==> src/rtl/usb_txf_if.sv <==
// Link-side bundle for the nibble framer: frame request, FIFO fetch and nibble output.
// The framer itself uses the slave modport; the driving/observing side uses master.
interface usb_txf_if;
  logic       start;
  logic [7:0] len;
  logic       rd_en;
  logic [7:0] rd_data;
  logic [3:0] dout;
  logic       fire;
  logic       busy;
  logic       done;

  modport master (
    output start, len, rd_data,
    input  rd_en, dout, fire, busy, done
  );

  modport slave (
    input  start, len, rd_data,
    output rd_en, dout, fire, busy, done
  );
endinterface

==> src/rtl/usb_txf.sv <==
// Nibble framer: preamble, 0xF sync, then payload bytes as HI/LO nibbles, idle gap, done pulse.
// Define USB_TXF_CHK_EN to append an XOR check byte after the payload.
module usb_txf #(
  parameter int PRE_LEN = 2,
  parameter int GAP_LEN = 3
) (
  input  logic     clk,
  input  logic     rst_n,
  usb_txf_if.slave bus
);

  typedef enum logic [2:0] {
    IDLE = 3'd0,
    PRE  = 3'd1,
    SYNC = 3'd2,
    HI   = 3'd3,
    LO   = 3'd4,
    GAP  = 3'd5,
    DONE = 3'd6
  } state_t;

  localparam logic [3:0] PRE_L = PRE_LEN[3:0];
  localparam logic [3:0] GAP_L = GAP_LEN[3:0];

  state_t     state;
  logic [3:0] cnt;
  logic [7:0] len_r;
  logic [7:0] byte_cnt;
  logic [3:0] byte_lo;
`ifdef USB_TXF_CHK_EN
  logic [7:0] chk_r;
`endif

  logic [7:0] last_idx;
  logic       is_final;
  logic       next_is_payload;
  logic       next_rd;

  // The check byte, when enabled, sits one index past the last payload byte.
  always_comb begin
`ifdef USB_TXF_CHK_EN
    last_idx = len_r;
`else
    last_idx = len_r - 8'd1;
`endif
    is_final        = (byte_cnt == last_idx);
    next_is_payload = ({1'b0, byte_cnt} + 9'd1) < {1'b0, len_r};
    next_rd         = ({1'b0, byte_cnt} + 9'd2) < {1'b0, len_r};
  end

  always_ff @(posedge clk) begin
    if (!rst_n) begin
      state       <= IDLE;
      cnt         <= 4'd0;
      len_r       <= 8'd0;
      byte_cnt    <= 8'd0;
      byte_lo     <= 4'd0;
`ifdef USB_TXF_CHK_EN
      chk_r       <= 8'd0;
`endif
      bus.dout    <= 4'h0;
      bus.fire    <= 1'b0;
      bus.rd_en   <= 1'b0;
      bus.busy    <= 1'b0;
      bus.done    <= 1'b0;
    end else begin
      case (state)
        IDLE: begin
          bus.dout  <= 4'h0;
          bus.fire  <= 1'b0;
          bus.rd_en <= 1'b0;
          bus.busy  <= 1'b0;
          bus.done  <= 1'b0;
          if (bus.start && (bus.len != 8'd0)) begin
            state     <= PRE;
            len_r     <= bus.len;
            byte_cnt  <= 8'd0;
            cnt       <= 4'd1;
`ifdef USB_TXF_CHK_EN
            chk_r     <= 8'd0;
`endif
            bus.fire  <= 1'b1;
            bus.busy  <= 1'b1;
            bus.rd_en <= (PRE_L == 4'd1);
          end
        end
        // First byte is fetched during the last preamble cycle so it lands in SYNC.
        PRE: begin
          if (cnt == PRE_L) begin
            state     <= SYNC;
            bus.dout  <= 4'hF;
            bus.rd_en <= 1'b0;
          end else begin
            cnt       <= cnt + 4'd1;
            bus.rd_en <= ((cnt + 4'd1) == PRE_L);
          end
        end
        SYNC: begin
          state     <= HI;
          byte_lo   <= bus.rd_data[3:0];
          bus.dout  <= bus.rd_data[7:4];
          bus.rd_en <= next_is_payload;
`ifdef USB_TXF_CHK_EN
          chk_r     <= chk_r ^ bus.rd_data;
`endif
        end
        HI: begin
          state     <= LO;
          bus.dout  <= byte_lo;
          bus.rd_en <= 1'b0;
          bus.fire  <= !is_final;
        end
        LO: begin
          if (is_final) begin
            state    <= GAP;
            bus.dout <= 4'h0;
            bus.fire <= 1'b0;
            cnt      <= 4'd1;
          end else begin
            state     <= HI;
            byte_cnt  <= byte_cnt + 8'd1;
            bus.fire  <= 1'b1;
            bus.rd_en <= next_rd;
`ifdef USB_TXF_CHK_EN
            if (next_is_payload) begin
              byte_lo  <= bus.rd_data[3:0];
              bus.dout <= bus.rd_data[7:4];
              chk_r    <= chk_r ^ bus.rd_data;
            end else begin
              byte_lo  <= chk_r[3:0];
              bus.dout <= chk_r[7:4];
            end
`else
            byte_lo  <= bus.rd_data[3:0];
            bus.dout <= bus.rd_data[7:4];
`endif
          end
        end
        GAP: begin
          if (cnt == GAP_L) begin
            state    <= DONE;
            bus.done <= 1'b1;
            bus.busy <= 1'b0;
          end else begin
            cnt <= cnt + 4'd1;
          end
        end
        DONE: begin
          state    <= IDLE;
          bus.done <= 1'b0;
        end
        default: begin
          state     <= IDLE;
          bus.dout  <= 4'h0;
          bus.fire  <= 1'b0;
          bus.rd_en <= 1'b0;
          bus.busy  <= 1'b0;
          bus.done  <= 1'b0;
        end
      endcase
    end
  end

endmodule
==> src/flat_wrapper.sv <==
// flat-port wrapper written by rule: the top's interface ports become plain ports
module usb_txf_flat 
#(
  parameter int PRE_LEN = 2,
  parameter int GAP_LEN = 3
)
  (clk, rst_n, bus_start, bus_len, bus_rd_data, bus_rd_en, bus_dout, bus_fire, bus_busy, bus_done);
  usb_txf_if bus_i ();
  input  logic clk;
  input  logic rst_n;
  input wire logic [$bits(bus_i.start)-1:0] bus_start;
  input wire logic [$bits(bus_i.len)-1:0] bus_len;
  input wire logic [$bits(bus_i.rd_data)-1:0] bus_rd_data;
  output wire logic [$bits(bus_i.rd_en)-1:0] bus_rd_en;
  output wire logic [$bits(bus_i.dout)-1:0] bus_dout;
  output wire logic [$bits(bus_i.fire)-1:0] bus_fire;
  output wire logic [$bits(bus_i.busy)-1:0] bus_busy;
  output wire logic [$bits(bus_i.done)-1:0] bus_done;
  assign bus_i.start = bus_start;
  assign bus_i.len = bus_len;
  assign bus_i.rd_data = bus_rd_data;
  assign bus_rd_en = bus_i.rd_en;
  assign bus_dout = bus_i.dout;
  assign bus_fire = bus_i.fire;
  assign bus_busy = bus_i.busy;
  assign bus_done = bus_i.done;
  usb_txf #(.PRE_LEN(PRE_LEN), .GAP_LEN(GAP_LEN)) u_core (.clk(clk), .rst_n(rst_n), .bus(bus_i));
endmodule
==> config.mk <==
export PLATFORM = sky130hd
export DESIGN_NAME = usb_txf_flat
export DESIGN_NICKNAME = d
export VERILOG_FILES = /design/src/rtl/usb_txf_if.sv /design/src/rtl/usb_txf.sv /design/src/flat_wrapper.sv
export SDC_FILE = /design/constraint.sdc
export NUM_CORES = 1
export LEC_CHECK = 0
export CAP_MARGIN = 20
export CORE_MARGIN = 2
export CORE_UTILIZATION = 55
export DETAILED_ROUTE_END_ITERATION = 10
export PLACE_DENSITY = 0.86
export SETUP_SLACK_MARGIN = 0.5
export SYNTH_ARGS = -nofsm -noshare
export SYNTH_HDL_FRONTEND = slang
export SYNTH_SLANG_ARGS = --single-unit
export TNS_END_PERCENT = 1
==> constraint.sdc <==
create_clock -name clk -period 7.4 [get_ports clk]
set_input_delay 1.11 -clock clk [delete_from_list [all_inputs] [get_ports clk]]
set_output_delay 1.11 -clock clk [all_outputs]
set_load 0.005 [all_outputs]
==> out/qor.tcl <==
set qor(run_status) {complete, no violations}
set qor(setup_viol) 0
set qor(postPlaceCellArea_um2) 2864
set qor(number_of_global_route_vias_before_repair) 2280
set qor(final.setup_skew_ns) 0.009354
set qor(report.final.slew_viol_count) 0
set qor(post_cts_resized) 0
set qor(clk_transition_reported_paths_ns) 0.07
set qor(syn_inst) 331
set qor(dr.first_iter.drc_count) 141
set qor(gp_routability_congestion) 0.9047
set qor(antenna_found_initial) 0
set qor(leakage_nw) 1.167
set qor(htreeDepth) 2
set qor(clkLatencyLatePin_ns) 0.30
set qor(tritoncts) {yes}
set qor(async_reset_ff_frac) 0
set qor(timing.max_cap.violations) 0
set qor(grt_setup_unrepaired) {no}
set qor(routed_via_density) 6.091
set qor(drive_gt1_frac) 0.05539
set qor(final_cell_mix) {35 x dfxtp_1, 28 x nand2_1, 28 x nor2_1, 26 x ha_1, 26 x clkdlybuf4s50_1}
set qor(wl_mm) 6.153
set qor(synthFlopType) {dfxtp_1}
set qor(synthesis.yosys.warnings) 0
set qor(synth_enable_flop_cells) 0
set qor(antennaDiodeCount) 0
set qor(count_of_pins_on_the_block_boundary) 27
set qor(post_synth.cell_area_avg_um2) 7.931
set qor(dp_hpwl_mm) 4.313
set qor(regToRegSetupSlack_ns) 4.67
set qor(dieWidth_um) 73.09
set qor(path_class) {in2reg}
set qor(port_buffers) 26
set qor(final_net_count) 387
set qor(drt_first_pass_iters) 5
set qor(setup.worst_path.start_class) {primary input}
set qor(detailroute.via_count) 2418
set qor(postSynthRegisterBits) 35
set qor(final.setup.tns_ns) 0
set qor(cts_buffer_depth) 2
set qor(cts.root.buffer_cell) {clkbuf_8}
set qor(track_usage) 0.2472
set qor(layout.cell_area.non_filler_um2) 2964
set qor(layout.cells.most_common) {dfxtp_1}
set qor(drc) 0
set qor(portion_of_the_post_synthesis_area_used_by_sequential_elements) 0.2669
set qor(floorplan.die.height_um) 73.09
set qor(cp-end-kind) {flip-flop}
set qor(finalHoldViolCount) 0
set qor(final_min_period_over_clock_period) 0.4858
set qor(regArea_um2) 700.7
set qor(floorplan.initialDensity) 0.5632
set qor(wire_length_of_the_first_global_routing_pass_mm) 10.38
set qor(worst_path_max_delay_cell) {clkdlybuf4s50_1}
set qor(layoutNonFillerInstCount) 397
set qor(worst_stage_delay_on_the_critical_path_ns) 0.95
set qor(crit_chain) {clkdlybuf4s50_1 -> clkinv_1 -> or4_1 -> o211ai_1}
set qor(design.die.area_um2) 5341
set qor(crit_arrival_ns) 3.82
set qor(post_cts_buffers) 0
set qor(max_freq_mhz) 278.2
set qor(synthDistinctLibCells) 54
set qor(timing.max_slew.rel_slack) 0.2995
set qor(area.growth.synth_to_final_pct) 12.92
set qor(timing.critical_path.required_ns) 7.62
set qor(syn_nets) 376
set qor(detail-route-antenna-nets) 0
set qor(worstMarginPinSlew_ns) 1.045
set qor(grt.overflow.total) 0
set qor(tritoncts.num_buffers) 5
set qor(final.min_clock_period_ns) 3.595
set qor(p_per_area_nw_per_um2) 277.5
set qor(multi_input_comb_area_um2) 1753
set qor(synthesis.area_um2) 2625
set qor(worst_min_delay_path_category) {reg2reg}
set qor(n_fill_cell) 372
set qor(grt_max_degree) 28
set qor(wl_cell_um) 15.50
set qor(vdd.ir_drop.worst_uv) 191.8
set qor(path_max_fanout) 27
set qor(numPlacedInstances) 389
set qor(clock-sinks) 35
set qor(post_cts_hold_buffer_count) 0
set qor(std_cell_rows) 25
set qor(core_area_um2) 4661
-- per-layer routing --
| layer | global-route usage | routed length [µm] | vias to the layer above |
|---|---|---|---|
| met5 | 0 | 0 | - |
| met4 | 0.08642 | 97 | 0 |
| met3 | 0.06215 | 400 | 10 |
| met2 | 0.3864 | 2955 | 89 |
| met1 | 0.3302 | 2698 | 1108 |
| li1 | - | - | 1211 |
-- cells in the mapped netlist, types with 2 or more instances --
master	number	area share
o22ai_1	4	0.0095
a311oi_1	3	0.010
a311o_1	2	0.0076
nand2b_1	4	0.0095
or3_1	2	0.0048
nor3_1	6	0.011
o2111ai_1	3	0.010
clkbuf_1	17	0.024
dfxtp_1	35	0.27
a211oi_1	2	0.0057
inv_1	21	0.030
a31oi_1	2	0.0048
or4_1	2	0.0057
nor2_1	28	0.040
nor2b_1	6	0.014
a21o_1	2	0.0057
nor4_1	4	0.0095
a221oi_1	2	0.0067
o21a_1	2	0.0057
mux2i_1	12	0.046
o21ai_0	17	0.032
o211ai_1	2	0.0057
a21oi_1	22	0.042
ha_1	26	0.12
and2_1	2	0.0048
buf_2	5	0.0095
nand3_1	15	0.029
or4_4	2	0.0086
nand2_1	28	0.040
nand4_1	12	0.029
o31ai_1	2	0.0057
xor2_1	7	0.023
xnor2_1	11	0.037
-- critical path, delay by kind of cell --
family                 cells  cell delay, ns
buffers and inverters      2            1.83
and+or+nand+nor            1            0.73
AOI/OAI and AO/OA          1            0.15
-- power breakdown --
part           internal, W  switching (W)
Sequential        0.000225      0.0000385
Combinational     0.000172       0.000228
Clock            0.0000851      0.0000742
Total             0.000482       0.000341
-- final cells by class --
| cell class | instances | area share |
|---|---|---|
| inverter | 22 | 0.02786 |
| sequential | 35 | 0.2364 |
| tap | 54 | 0.02279 |
| timing repair buffer | 26 | 0.08780 |
| clock buffer | 8 | 0.03377 |
| multi-input combinational | 252 | 0.5914 |
-- final timing paths --
check | cells past startpoint | start | to
worst max-delay path | 4 | rst_n | u_core.byte_cnt[7]
worst min-delay path | 2 | u_core.bus.busy | u_core.bus.busy
worst max register to register | 8 | u_core.len_r[0] | u_core.bus.dout[0]
worst min register to register | 2 | u_core.bus.busy | u_core.bus.busy
-- state kept, by name, summed over array words and instances (netlist names) --
name,count
u_core.len_r,8
u_core.state,3
u_core.bus.fire,1
u_core.byte_cnt,8
u_core.bus.done,1
u_core.bus.busy,1
u_core.byte_lo,4
u_core.bus.rd_en,1
u_core.cnt,4
u_core.bus.dout,4
-- per-stage QoR --
step | hold slack, ns | worst slack [ns] | util | total power, W
floorplan | 0.4526 | 4.779 | - | 0.0005564
global placement | 0.4508 | 3.566 | 0.6145 | 0.0006451
detailed placement | 0.4682 | 3.527 | 0.6145 | 0.0006558
CTS | 0.4834 | 3.825 | 0.6360 | 0.0008145
global route | 0.5068 | 3.567 | 0.6360 | 0.0008729
finish | 0.4799 | 3.805 | 0.6360 | 0.0008226
-- kinds of logic (layout without fill, tap and decap cells) --
kind of cell,Yosys count,after routing,synth area share
compound gates,78,78,0.2050
flops,35,35,0.2669
mux,13,13,0.05005
simple gates,116,116,0.2202
xor+xnor,19,19,0.06864
fa+ha+maj,26,26,0.1239
buf+inv,44,56,0.06530
Power figures use the tool's default switching activity.
